### src/rtl/rob_complete_arbiter_if.sv
// -----------------------------------------------------------------------------
// rob_complete_arbiter_if
// Bundles the functional-unit result handshake and the three ROB completion
// ports of rob_complete_arbiter.
//
//   slave  : arbiter side (consumes FU results, drives completion ports)
//   master : producer / environment side (drives FU results, sees completions)
//
// Signals
//   fu_valid_i     [NUM_FU]            per-FU result valid
//   fu_ready_o     [NUM_FU]            per-FU ready (FIFO not full)
//   fu_rob_indx_i  [NUM_FU*IW]         packed ROB index, FU k at [k*IW +: IW]
//   fu_pc_i        [NUM_FU*PC_SIZE]    packed PC
//   fu_val_i       [NUM_FU*WORD_SIZE]  packed result value
//   en_complete_instrN_o               completion port N valid (N = 0..2)
//   complete_indxN_o / complete_pcN_o / complete_valN_o   completion payload
// -----------------------------------------------------------------------------
interface rob_complete_arbiter_if #(
    parameter int NUM_FU    = 4,
    parameter int WORD_SIZE = 32,
    parameter int PC_SIZE   = 32,
    parameter int ROB_SIZE  = 16
);
    localparam int IW = $clog2(ROB_SIZE);

    logic [NUM_FU-1:0]           fu_valid_i;
    logic [NUM_FU-1:0]           fu_ready_o;
    logic [NUM_FU*IW-1:0]        fu_rob_indx_i;
    logic [NUM_FU*PC_SIZE-1:0]   fu_pc_i;
    logic [NUM_FU*WORD_SIZE-1:0] fu_val_i;

    logic                        en_complete_instr0_o;
    logic                        en_complete_instr1_o;
    logic                        en_complete_instr2_o;
    logic [IW-1:0]               complete_indx0_o;
    logic [IW-1:0]               complete_indx1_o;
    logic [IW-1:0]               complete_indx2_o;
    logic [PC_SIZE-1:0]          complete_pc0_o;
    logic [PC_SIZE-1:0]          complete_pc1_o;
    logic [PC_SIZE-1:0]          complete_pc2_o;
    logic [WORD_SIZE-1:0]        complete_val0_o;
    logic [WORD_SIZE-1:0]        complete_val1_o;
    logic [WORD_SIZE-1:0]        complete_val2_o;

    modport slave (
        input  fu_valid_i, fu_rob_indx_i, fu_pc_i, fu_val_i,
        output fu_ready_o,
        output en_complete_instr0_o, en_complete_instr1_o, en_complete_instr2_o,
        output complete_indx0_o, complete_indx1_o, complete_indx2_o,
        output complete_pc0_o, complete_pc1_o, complete_pc2_o,
        output complete_val0_o, complete_val1_o, complete_val2_o
    );

    modport master (
        output fu_valid_i, fu_rob_indx_i, fu_pc_i, fu_val_i,
        input  fu_ready_o,
        input  en_complete_instr0_o, en_complete_instr1_o, en_complete_instr2_o,
        input  complete_indx0_o, complete_indx1_o, complete_indx2_o,
        input  complete_pc0_o, complete_pc1_o, complete_pc2_o,
        input  complete_val0_o, complete_val1_o, complete_val2_o
    );
endinterface

### src/rtl/rob_complete_arbiter.sv
// -----------------------------------------------------------------------------
// rob_complete_arbiter
// Buffers finished results from NUM_FU functional units in per-FU FIFOs and
// forwards up to three of them per cycle onto the ROB completion ports, using
// a round-robin scan that starts at rr_ptr. Completion outputs are registered
// and valid for exactly one cycle; the ROB never back-pressures.
//
// Ports
//   clk_i    clock, all state updates on posedge
//   rst_i    asynchronous active-high reset
//   flush_i  synchronous flush: drops buffered results, discards the pushes
//            of that edge, suppresses pops and resets rr_ptr
//   bus      rob_complete_arbiter_if.slave (FU handshake + completion ports)
//
// Optional feature macro: COMPLETE_ARB_BYPASS_EN
//   When defined, an empty FIFO whose FU presents a valid result competes in
//   the same cycle's arbitration with the input as its head; if granted the
//   result goes straight to the output register and is never enqueued.
// -----------------------------------------------------------------------------
module rob_complete_arbiter #(
    parameter int NUM_FU     = 4,
    parameter int FIFO_DEPTH = 4,
    parameter int WORD_SIZE  = 32,
    parameter int PC_SIZE    = 32,
    parameter int ROB_SIZE   = 16
) (
    input  logic                 clk_i,
    input  logic                 rst_i,
    input  logic                 flush_i,
    rob_complete_arbiter_if.slave bus
);
    localparam int IW = $clog2(ROB_SIZE);
    localparam int CW = $clog2(FIFO_DEPTH + 1);
    localparam int AW = $clog2(FIFO_DEPTH);
    localparam int FW = $clog2(NUM_FU);

    // unpacked FU inputs
    logic [IW-1:0]        in_indx [NUM_FU];
    logic [PC_SIZE-1:0]   in_pc   [NUM_FU];
    logic [WORD_SIZE-1:0] in_val  [NUM_FU];

    // FIFO storage and bookkeeping
    logic [IW-1:0]        mem_indx_q [NUM_FU][FIFO_DEPTH];
    logic [PC_SIZE-1:0]   mem_pc_q   [NUM_FU][FIFO_DEPTH];
    logic [WORD_SIZE-1:0] mem_val_q  [NUM_FU][FIFO_DEPTH];
    logic [AW-1:0]        rd_ptr_q   [NUM_FU];
    logic [AW-1:0]        rd_ptr_d   [NUM_FU];
    logic [AW-1:0]        wr_ptr_q   [NUM_FU];
    logic [AW-1:0]        wr_ptr_d   [NUM_FU];
    logic [CW-1:0]        count_q    [NUM_FU];
    logic [CW-1:0]        count_d    [NUM_FU];

    // head of each source as seen by the arbiter
    logic [IW-1:0]        head_indx [NUM_FU];
    logic [PC_SIZE-1:0]   head_pc   [NUM_FU];
    logic [WORD_SIZE-1:0] head_val  [NUM_FU];

    logic [NUM_FU-1:0]    ready;
    logic [NUM_FU-1:0]    cand;
    logic [NUM_FU-1:0]    granted;
    logic [NUM_FU-1:0]    pop;
    logic [NUM_FU-1:0]    push;
    logic [NUM_FU-1:0]    byp_take;

    // arbiter results
    logic [2:0]           gnt_vld;
    logic [FW-1:0]        gnt_fu [3];
    logic [FW-1:0]        last_fu;
    logic [FW-1:0]        rr_ptr_q;
    logic [FW-1:0]        rr_ptr_d;

    // registered completion ports
    logic [2:0]           en_q;
    logic [IW-1:0]        out_indx_q [3];
    logic [PC_SIZE-1:0]   out_pc_q   [3];
    logic [WORD_SIZE-1:0] out_val_q  [3];

    for (genvar g = 0; g < NUM_FU; g++) begin : g_unpack
        assign in_indx[g] = bus.fu_rob_indx_i[g*IW +: IW];
        assign in_pc[g]   = bus.fu_pc_i[g*PC_SIZE +: PC_SIZE];
        assign in_val[g]  = bus.fu_val_i[g*WORD_SIZE +: WORD_SIZE];
    end

    // Ready depends on the registered count only: a full FIFO refuses a
    // push even if it is being popped on the same edge.
    always_comb begin
        ready = '0;
        for (int k = 0; k < NUM_FU; k++) begin
            ready[k] = (count_q[k] != CW'(FIFO_DEPTH));
        end
    end

    assign bus.fu_ready_o = ready;

    always_comb begin
        cand = '0;
        for (int k = 0; k < NUM_FU; k++) begin
            head_indx[k] = mem_indx_q[k][rd_ptr_q[k]];
            head_pc[k]   = mem_pc_q[k][rd_ptr_q[k]];
            head_val[k]  = mem_val_q[k][rd_ptr_q[k]];
            cand[k]      = (count_q[k] != '0);
`ifdef COMPLETE_ARB_BYPASS_EN
            if (count_q[k] == '0) begin
                head_indx[k] = in_indx[k];
                head_pc[k]   = in_pc[k];
                head_val[k]  = in_val[k];
                cand[k]      = bus.fu_valid_i[k];
            end
`endif
        end
    end

    // Round-robin scan: walk FUs from rr_ptr with wrap, hand out ports 0,1,2
    // to the first three candidates. Each FU is visited once, so no FIFO can
    // receive two ports in the same cycle.
    always_comb begin
        logic [FW:0] sum;
        logic [1:0]  n;
        sum     = '0;
        n       = 2'd0;
        gnt_vld = '0;
        granted = '0;
        last_fu = '0;
        for (int p = 0; p < 3; p++) begin
            gnt_fu[p] = '0;
        end
        for (int i = 0; i < NUM_FU; i++) begin
            sum = {1'b0, rr_ptr_q} + (FW+1)'(i);
            if (sum >= (FW+1)'(NUM_FU)) begin
                sum = sum - (FW+1)'(NUM_FU);
            end
            if (cand[sum[FW-1:0]] && (n != 2'd3)) begin
                gnt_vld[n]            = 1'b1;
                gnt_fu[n]             = sum[FW-1:0];
                granted[sum[FW-1:0]]  = 1'b1;
                last_fu               = sum[FW-1:0];
                n                     = n + 2'd1;
            end
        end
    end

    // A bypassed result leaves straight through the output register and
    // never occupies the FIFO; only grants of stored entries pop.
    always_comb begin
        pop      = '0;
        push     = '0;
        byp_take = '0;
        for (int k = 0; k < NUM_FU; k++) begin
`ifdef COMPLETE_ARB_BYPASS_EN
            byp_take[k] = granted[k] && (count_q[k] == '0);
`endif
            pop[k]  = granted[k] && (count_q[k] != '0) && !flush_i;
            push[k] = bus.fu_valid_i[k] && ready[k] && !flush_i && !byp_take[k];
        end
    end

    always_comb begin
        for (int k = 0; k < NUM_FU; k++) begin
            if (flush_i) begin
                count_d[k]  = '0;
                rd_ptr_d[k] = '0;
                wr_ptr_d[k] = '0;
            end else begin
                count_d[k]  = count_q[k] + CW'(push[k]) - CW'(pop[k]);
                rd_ptr_d[k] = rd_ptr_q[k] + AW'(pop[k]);
                wr_ptr_d[k] = wr_ptr_q[k] + AW'(push[k]);
            end
        end
    end

    always_comb begin
        rr_ptr_d = rr_ptr_q;
        if (flush_i) begin
            rr_ptr_d = '0;
        end else if (gnt_vld != '0) begin
            if (last_fu == FW'(NUM_FU - 1)) begin
                rr_ptr_d = '0;
            end else begin
                rr_ptr_d = last_fu + FW'(1);
            end
        end
    end

    // FIFO payload storage carries no reset; validity lives in count_q.
    always_ff @(posedge clk_i) begin
        for (int k = 0; k < NUM_FU; k++) begin
            if (push[k]) begin
                mem_indx_q[k][wr_ptr_q[k]] <= in_indx[k];
                mem_pc_q[k][wr_ptr_q[k]]   <= in_pc[k];
                mem_val_q[k][wr_ptr_q[k]]  <= in_val[k];
            end
        end
    end

    always_ff @(posedge clk_i or posedge rst_i) begin
        if (rst_i) begin
            for (int k = 0; k < NUM_FU; k++) begin
                count_q[k]  <= '0;
                rd_ptr_q[k] <= '0;
                wr_ptr_q[k] <= '0;
            end
            rr_ptr_q <= '0;
            en_q     <= '0;
            for (int p = 0; p < 3; p++) begin
                out_indx_q[p] <= '0;
                out_pc_q[p]   <= '0;
                out_val_q[p]  <= '0;
            end
        end else begin
            for (int k = 0; k < NUM_FU; k++) begin
                count_q[k]  <= count_d[k];
                rd_ptr_q[k] <= rd_ptr_d[k];
                wr_ptr_q[k] <= wr_ptr_d[k];
            end
            rr_ptr_q <= rr_ptr_d;
            // Ports without a grant drop their valid but keep their payload.
            for (int p = 0; p < 3; p++) begin
                en_q[p] <= gnt_vld[p] && !flush_i;
                if (gnt_vld[p] && !flush_i) begin
                    out_indx_q[p] <= head_indx[gnt_fu[p]];
                    out_pc_q[p]   <= head_pc[gnt_fu[p]];
                    out_val_q[p]  <= head_val[gnt_fu[p]];
                end
            end
        end
    end

    assign bus.en_complete_instr0_o = en_q[0];
    assign bus.en_complete_instr1_o = en_q[1];
    assign bus.en_complete_instr2_o = en_q[2];
    assign bus.complete_indx0_o     = out_indx_q[0];
    assign bus.complete_indx1_o     = out_indx_q[1];
    assign bus.complete_indx2_o     = out_indx_q[2];
    assign bus.complete_pc0_o       = out_pc_q[0];
    assign bus.complete_pc1_o       = out_pc_q[1];
    assign bus.complete_pc2_o       = out_pc_q[2];
    assign bus.complete_val0_o      = out_val_q[0];
    assign bus.complete_val1_o      = out_val_q[1];
    assign bus.complete_val2_o      = out_val_q[2];

endmodule
### src/flat_wrapper.sv
// flat-port wrapper written by rule: the top's interface ports become plain ports
module rob_complete_arbiter_flat 
#(
    parameter int NUM_FU     = 4,
    parameter int FIFO_DEPTH = 4,
    parameter int WORD_SIZE  = 32,
    parameter int PC_SIZE    = 32,
    parameter int ROB_SIZE   = 16
)
  (clk_i, rst_i, flush_i, bus_fu_valid_i, bus_fu_rob_indx_i, bus_fu_pc_i, bus_fu_val_i, bus_fu_ready_o, bus_en_complete_instr0_o, bus_en_complete_instr1_o, bus_en_complete_instr2_o, bus_complete_indx0_o, bus_complete_indx1_o, bus_complete_indx2_o, bus_complete_pc0_o, bus_complete_pc1_o, bus_complete_pc2_o, bus_complete_val0_o, bus_complete_val1_o, bus_complete_val2_o);
  rob_complete_arbiter_if #(.NUM_FU(NUM_FU), .WORD_SIZE(WORD_SIZE), .PC_SIZE(PC_SIZE), .ROB_SIZE(ROB_SIZE)) bus_i ();
  input  logic clk_i;
  input  logic rst_i;
  input  logic flush_i;
  input wire logic [$bits(bus_i.fu_valid_i)-1:0] bus_fu_valid_i;
  input wire logic [$bits(bus_i.fu_rob_indx_i)-1:0] bus_fu_rob_indx_i;
  input wire logic [$bits(bus_i.fu_pc_i)-1:0] bus_fu_pc_i;
  input wire logic [$bits(bus_i.fu_val_i)-1:0] bus_fu_val_i;
  output wire logic [$bits(bus_i.fu_ready_o)-1:0] bus_fu_ready_o;
  output wire logic [$bits(bus_i.en_complete_instr0_o)-1:0] bus_en_complete_instr0_o;
  output wire logic [$bits(bus_i.en_complete_instr1_o)-1:0] bus_en_complete_instr1_o;
  output wire logic [$bits(bus_i.en_complete_instr2_o)-1:0] bus_en_complete_instr2_o;
  output wire logic [$bits(bus_i.complete_indx0_o)-1:0] bus_complete_indx0_o;
  output wire logic [$bits(bus_i.complete_indx1_o)-1:0] bus_complete_indx1_o;
  output wire logic [$bits(bus_i.complete_indx2_o)-1:0] bus_complete_indx2_o;
  output wire logic [$bits(bus_i.complete_pc0_o)-1:0] bus_complete_pc0_o;
  output wire logic [$bits(bus_i.complete_pc1_o)-1:0] bus_complete_pc1_o;
  output wire logic [$bits(bus_i.complete_pc2_o)-1:0] bus_complete_pc2_o;
  output wire logic [$bits(bus_i.complete_val0_o)-1:0] bus_complete_val0_o;
  output wire logic [$bits(bus_i.complete_val1_o)-1:0] bus_complete_val1_o;
  output wire logic [$bits(bus_i.complete_val2_o)-1:0] bus_complete_val2_o;
  assign bus_i.fu_valid_i = bus_fu_valid_i;
  assign bus_i.fu_rob_indx_i = bus_fu_rob_indx_i;
  assign bus_i.fu_pc_i = bus_fu_pc_i;
  assign bus_i.fu_val_i = bus_fu_val_i;
  assign bus_fu_ready_o = bus_i.fu_ready_o;
  assign bus_en_complete_instr0_o = bus_i.en_complete_instr0_o;
  assign bus_en_complete_instr1_o = bus_i.en_complete_instr1_o;
  assign bus_en_complete_instr2_o = bus_i.en_complete_instr2_o;
  assign bus_complete_indx0_o = bus_i.complete_indx0_o;
  assign bus_complete_indx1_o = bus_i.complete_indx1_o;
  assign bus_complete_indx2_o = bus_i.complete_indx2_o;
  assign bus_complete_pc0_o = bus_i.complete_pc0_o;
  assign bus_complete_pc1_o = bus_i.complete_pc1_o;
  assign bus_complete_pc2_o = bus_i.complete_pc2_o;
  assign bus_complete_val0_o = bus_i.complete_val0_o;
  assign bus_complete_val1_o = bus_i.complete_val1_o;
  assign bus_complete_val2_o = bus_i.complete_val2_o;
  rob_complete_arbiter #(.NUM_FU(NUM_FU), .FIFO_DEPTH(FIFO_DEPTH), .WORD_SIZE(WORD_SIZE), .PC_SIZE(PC_SIZE), .ROB_SIZE(ROB_SIZE)) u_core (.clk_i(clk_i), .rst_i(rst_i), .flush_i(flush_i), .bus(bus_i));
endmodule
### config.mk
export PLATFORM = sky130hd
export DESIGN_NAME = rob_complete_arbiter_flat
export DESIGN_NICKNAME = d
export VERILOG_FILES = /design/src/rtl/rob_complete_arbiter_if.sv /design/src/rtl/rob_complete_arbiter.sv /design/src/flat_wrapper.sv
export SDC_FILE = /design/constraint.sdc
export NUM_CORES = 2
export LEC_CHECK = 0
export BUFFER_PORTS_ARGS = -buffer_cell sky130_fd_sc_hd__clkbuf_2
export CAP_MARGIN = 20
export CORE_MARGIN = 3
export CORE_UTILIZATION = 55
export CTS_BUF_LIST = sky130_fd_sc_hd__clkbuf_8 sky130_fd_sc_hd__clkbuf_16
export DETAILED_ROUTE_END_ITERATION = 10
export PLACE_DENSITY_LB_ADDON = 0.05
export REMOVE_ABC_BUFFERS = 1
export SLEW_MARGIN = 10
export SYNTH_ARGS = -nofsm -noshare
export SYNTH_HDL_FRONTEND = slang
export SYNTH_SLANG_ARGS = --single-unit
### constraint.sdc
create_clock -name clk_i -period 12.26 [get_ports clk_i]
set_input_delay 0 -clock clk_i [delete_from_list [all_inputs] [get_ports clk_i]]
set_output_delay 0 -clock clk_i [all_outputs]
set_load 0.1 [all_outputs]
======== Yosys cells after proc, flatten, opt, wreduce, memory -nomap -nowiden ========
Memories as Yosys holds them, arrays and structs flattened.
Index checks and enable logic that the tools add are counted.
storage, ports and cells
  flip-flop bits (word level) ............. 237
  bits in writable memories ............... 1088
  logic and storage cells ................. 321
  memories kept ........................... 3
  input port bits ......................... 279
cells by class
  order comparisons ....................... 39
  muxes and demuxes ....................... 159
  bitwise logic cells ..................... 20
  reductions and logical operators ........ 43
  eq/ne operators ......................... 8
  add/sub/neg operators ................... 26
memories
  memory             depth  bits a word  read ports  clocked after memory_dff  write ports  line                        text
  u_core.mem_pc_q    4      128          4           0                         4            rob_complete_arbiter.sv:44  logic [PC_SIZE-1:0] mem_pc_q [NUM_FU][FIFO_DEPTH];
  u_core.mem_val_q   4      128          4           0                         4            rob_complete_arbiter.sv:45  logic [WORD_SIZE-1:0] mem_val_q [NUM_FU][FIFO_DEPTH];
  u_core.mem_indx_q  4      16           4           0                         4            rob_complete_arbiter.sv:43  logic [IW-1:0] mem_indx_q [NUM_FU][FIFO_DEPTH];
operator list
  kind                                                                                  number
  32-bit 2-to-1 mux                                                                     32
  32-bit binary-select mux with 2-bit select                                            14
  128-bit 2-to-1 mux                                                                    4
  32-bit demux with 2-bit select                                                        4
  4-bit 2-to-1 mux                                                                      22
  16-bit 2-to-1 mux                                                                     4
  4-bit binary-select mux with 2-bit select                                             7
  3-bit greater-or-equal comparator (second input constant)                             17
  2-bit 2-to-1 mux                                                                      24
  2-bit inverter with 3-bit output                                                      13
  1-bit logical AND                                                                     36
  4-bit demux with 2-bit select                                                         4
  3-bit by 1-bit less-than comparator with 1-bit output (second input constant)         7
  3-bit 2-to-1 mux                                                                      7
  6-bit bitwise mux                                                                     3
  2-bit by 3-bit less-than comparator with 1-bit output (second input constant)         6
  6-bit 2-to-1 mux                                                                      3
  1-bit 2-to-1 mux                                                                      17
  2-bit by 1-bit adder with 2-bit output                                                8
  3-bit nonzero test                                                                    5
  1-bit demux with 2-bit select                                                         7
  3-bit by 1-bit adder with 3-bit output                                                4
  2-bit demux with 2-bit select                                                         3
  2-bit by 1-bit greater-or-equal comparator with 1-bit output (second input constant)  6
  20 further kinds                                                                      38

======== Logic depth before layout (Yosys ltp) ========
  word-level depth ........................ 22
  mapped depth ............................ 24

======== Worst setup path after synthesis ========
No wires, ideal clock.
  path kind ............................... register to register
  start point ............................. register u_core.count_q[4] (netlist bit)
  end point ............................... memory u_core.mem_indx_q[2][12] (netlist bit), enable pin
  clock period less this slack ............ 7189 ps
  data arrival time ....................... 6598 ps
  data required time ...................... 11668 ps
  cell stages (with the launch flop) ...... 6
  path slack .............................. 5071 ps
  cell sequence ........................... dfrtp_1 > nor2_1 > nand2_1 > and3b_1 > clkbuf_1 > nor3b_1
RTL lines
  what                              line                         text
  start: declaration                rob_complete_arbiter.sv:50   logic [CW-1:0] count_q [NUM_FU];
  start signal: indexed assignment  rob_complete_arbiter.sv:211  count_q[k] <= count_d[k];
  end: declaration                  rob_complete_arbiter.sv:43

======== Worst setup path in the final report ========
  start point ............................. register u_core.rr_ptr_q[0]
  end point ............................... register u_core.out_val_q (netlist bit u_core.bus.complete_val2_o[30])
between the ends
  word-level cells in the longest chain between the ends .. 22
ends and longest elaborated chain
  what                                                                             line                         text
  start: declaration                                                               rob_complete_arbiter.sv:69   logic [FW-1:0] rr_ptr_q;
  start signal: assignment                                                         rob_complete_arbiter.sv:215  rr_ptr_q <= rr_ptr_d;
  branches (longest 22 deep; another with 2-bit by 1-bit adder with 3-bit output)  -
  end signal: indexed assignment                                                   rob_complete_arbiter.sv:222  out_val_q[p] <= head_val[gnt_fu[p]];
  end: declaration                                                                 rob_complete_arbiter.sv:76   logic [WORD_SIZE-1:0] out_val_q [3];
Parallel ways; which one is timed is not known. The select of a mux whose other input is x is not followed.
A chain may end at the register's enable or synchronous reset.

==> results_dict.tcl <==
set metrics [dict create \
    outcome "finished with violations" \
    violations "hold timing" \
    dr.first_iter.drc_count 4157 \
    grt_antenna_before_repair 20 \
    cts_setup_buffers 0 \
    clock_latency_ns 0.75 \
    post-route-min-period_ns 8.27 \
    fin_skew_ns 0.0216 \
    critPathMaxFanout 40 \
    die_h_um 320 \
    synth-simple-area-share_pct 2.59 \
    place_hpwl_um 96500 \
    rr_startpoint "u_core.rr_ptr_q[0]$_DFFE_PP0P_" \
    startpoint "u_core.rr_ptr_q[0]$_DFFE_PP0P_" \
    yosysUniqueCellTypes 61 \
    cts_hold_buffers 348 \
    synth.area.mux_share_pct 19.1 \
    synth.avg_cell_area_sq_um 18.9 \
    gr-total-overflow 0 \
    die_w_um 320 \
    ios 490 \
    min_period_over_period_pct 67.5 \
    grt_max_degree 120 \
    max_slew.worst_pin.slew_ns 1.14 \
    area_delta_synth_final_pct 22.0 \
    drc_errors 0 \
    worstSetupPathType "reg2reg" \
    fmax_mhz 121 \
    cp-start-kind "flop" \
    clkTransAtPathRegs_ns 0.06 \
    layout-drive-gt1-share_pct 28.3 \
    vias 33045 \
    synthXorXnorAreaFrac_pct 0.275 \
    hold_slack_ns -0.0223 \
    grt_usage_pct 32.3 \
    grt_pass1_vias 34686 \
    multiInputGateArea_sq_mm 0.0149 \
    initial_utilization_pct 55.7 \
    rsz0062_at_grt "no" \
    finalWorstSetupSlack_ns 3.99 \
    post_layout_nonfiller_instances 5111 \
    hold_class "in2async" \
    htreeDepth 4 \
    core_sq_mm 0.0973 \
    ys_seq_area_share_pct 71.2 \
    ant_nets 0 \
    synth_top_family_by_area "multiplexers" \
    setup_viol 0 \
    synth_ff_type "edfxtp_1" \
    critical_path_required_ns 12.82 \
    rows 114 \
    ys.warnings.count 0 \
    fin_nets 4017 \
    syn_inst 2864 \
    synth_compound_area_share_pct 4.25 \
    seq_area_sq_mm 0.0386 \
    yosys.area_share.adder_pct 0.831 \
    gp_congestion 0.905 \
    viasPerCell 6.47 \
    post-place-ws_ns 4.31 \
    port_buffers 489 \
    placed_cells 4492 \
    postLayoutCoreUtil_pct 68.0 \
    cts_tree "built" \
    drv_slew 0 \
    fillerInstances 6473 \
    critPathArrivalTime_ns 8.84 \
    async_reset_ff_share_pct 17.9 \
    relSlewSlack_pct 23.7 \
    dr.pass1.iters 8 \
    grt_first_pass_wirelength_um 236000 \
    cts_inserted_buffers 138 \
    wire_per_inst_um 32.1 \
    die-area_sq_mm 0.102 \
    post_cts_resized 0 \
    clk_path_buf_depth 3 \
    cts_sinks 1325 \
    maxCapViolCount 0 \
    rr_worst_depth 15 \
    synth_edf_count 1088 \
    synth.cell_area_sq_mm 0.0542 \
    endpoint_kind "flop" \
    clockRootBuffer "clkbuf_16" \
    ys_ff_latch 1325 \
    hold_viol 6 \
    wl_um 164000 \
]
-- Yosys cell counts (all sizes together), types with 13 or more instances --
master | instances | share of area (%)
nor2b | 13 | 0.15
nand2 | 228 | 1.6
ha | 28 | 0.65
mux4 | 277 | 12
o221ai | 204 | 3.5
inv | 24 | 0.17
nor2 | 38 | 0.26
edfxtp | 1088 | 60
xnor2 | 13 | 0.21
clkbuf | 134 | 0.93
dfrtp | 237 | 11
mux2i | 411 | 7.6
buf | 59 | 0.65
-- worst paths after layout --
check / slack (ns) / endpoint
min reg2reg: 0.49 / u_core.bus.complete_pc0_o[26]$_DFFE_PP0P_
min in group clk_i: 0.03 / u_core.mem_pc_q[0][94]$_DFFE_PP_
max reg2reg: 3.99 / u_core.bus.complete_val2_o[30]$_DFFE_PP0P_
max in group asynchronous: 10.65 / u_core.rd_ptr_q[7]$_DFF_PP0_
min: -0.02 / u_core.en_q[2]$_DFF_PP0_
max: 3.99 / u_core.bus.complete_val2_o[30]$_DFFE_PP0P_
-- layer usage --
layer	up-vias	GRT usage (%)	routed length (um)
met1	17295	42.9	62200
met5	-	0	127
met4	20	12.5	6220
met3	401	7.26	15400
li1	13428	-	-
met2	1901	52.6	80300
-- metrics by stage --
step                instance area, sq um  TNS, ns
floorplan                          53400   -59.64
global placement                   58100        0
detailed placement                 58100        0
CTS                                66100        0
global route                       66200        0
finish                             66200        0
-- layout by cell type, fill, tap and decap left out, drive strengths merged, types with 5 or more instances in the layout --
cell,instances
o221ai,204
nand2,228
clkbuf,648
xnor2,13
edfxtp,1088
or3,5
ha,28
a211oi,6
nor3b,5
nor2b,13
mux2i,411
mux4,277
a21oi,8
buf,57
inv,70
fa,5
clkinv,40
nor3,8
bufinv,10
dfrtp,237
nor2,38
dlygate4sd3,348
nand2b,5
and3,6
o21ai,6
diode,13
-- cell type report --
cell class,count,area share (%)
sequential,1325,58.4
multi-input combinational,1322,22.4
timing repair buffer,894,9.67
clock buffer,159,5.83
tap,1276,2.41
clock inverter,98,1.07
inverter,24,0.147
antenna,13,0.0492
-- flip-flops by register name, indices dropped and copies added, names as in the netlist, 8 cells and up --
signal                      cells
u_core.bus.complete_pc2_o      32
u_core.bus.complete_pc1_o      32
u_core.bus.complete_val1_o     32
u_core.bus.complete_val0_o     32
u_core.bus.complete_pc0_o      32
u_core.rd_ptr_q                 8
u_core.bus.complete_val2_o     32
u_core.count_q                 12
u_core.mem_pc_q               512
u_core.mem_indx_q              64
u_core.mem_val_q              512
u_core.wr_ptr_q                 8
-- worst max-delay path, cell delays in order (launching register included) --
cell and delay [ns]:
dfrtp_1 0.93, inv_1 0.55, ha_1 0.76, mux4_2 0.71, inv_1 0.13, ha_1 0.35
nor2_1 0.13, and3_4 0.25, or4_1 0.57, a21oi_4 0.37, mux2i_4 0.27, buf_4 0.49
buf_4 0.74, nand2b_4 0.70, buf_4 0.77, o221ai_1 0.25
-- kinds of logic after synthesis --
kind of cell	count (synthesis)
xor gates and xnor gates	17
adders and majority gates	33
and+or+nand+nor	327
AOI/OAI and AO/OA	256
muxes	689
buffers and inverters	217
DFF	1325
Power is left out: the tool's default activity adds up to more than one toggle a clock period on the data nets, which glitch-free logic cannot reach.
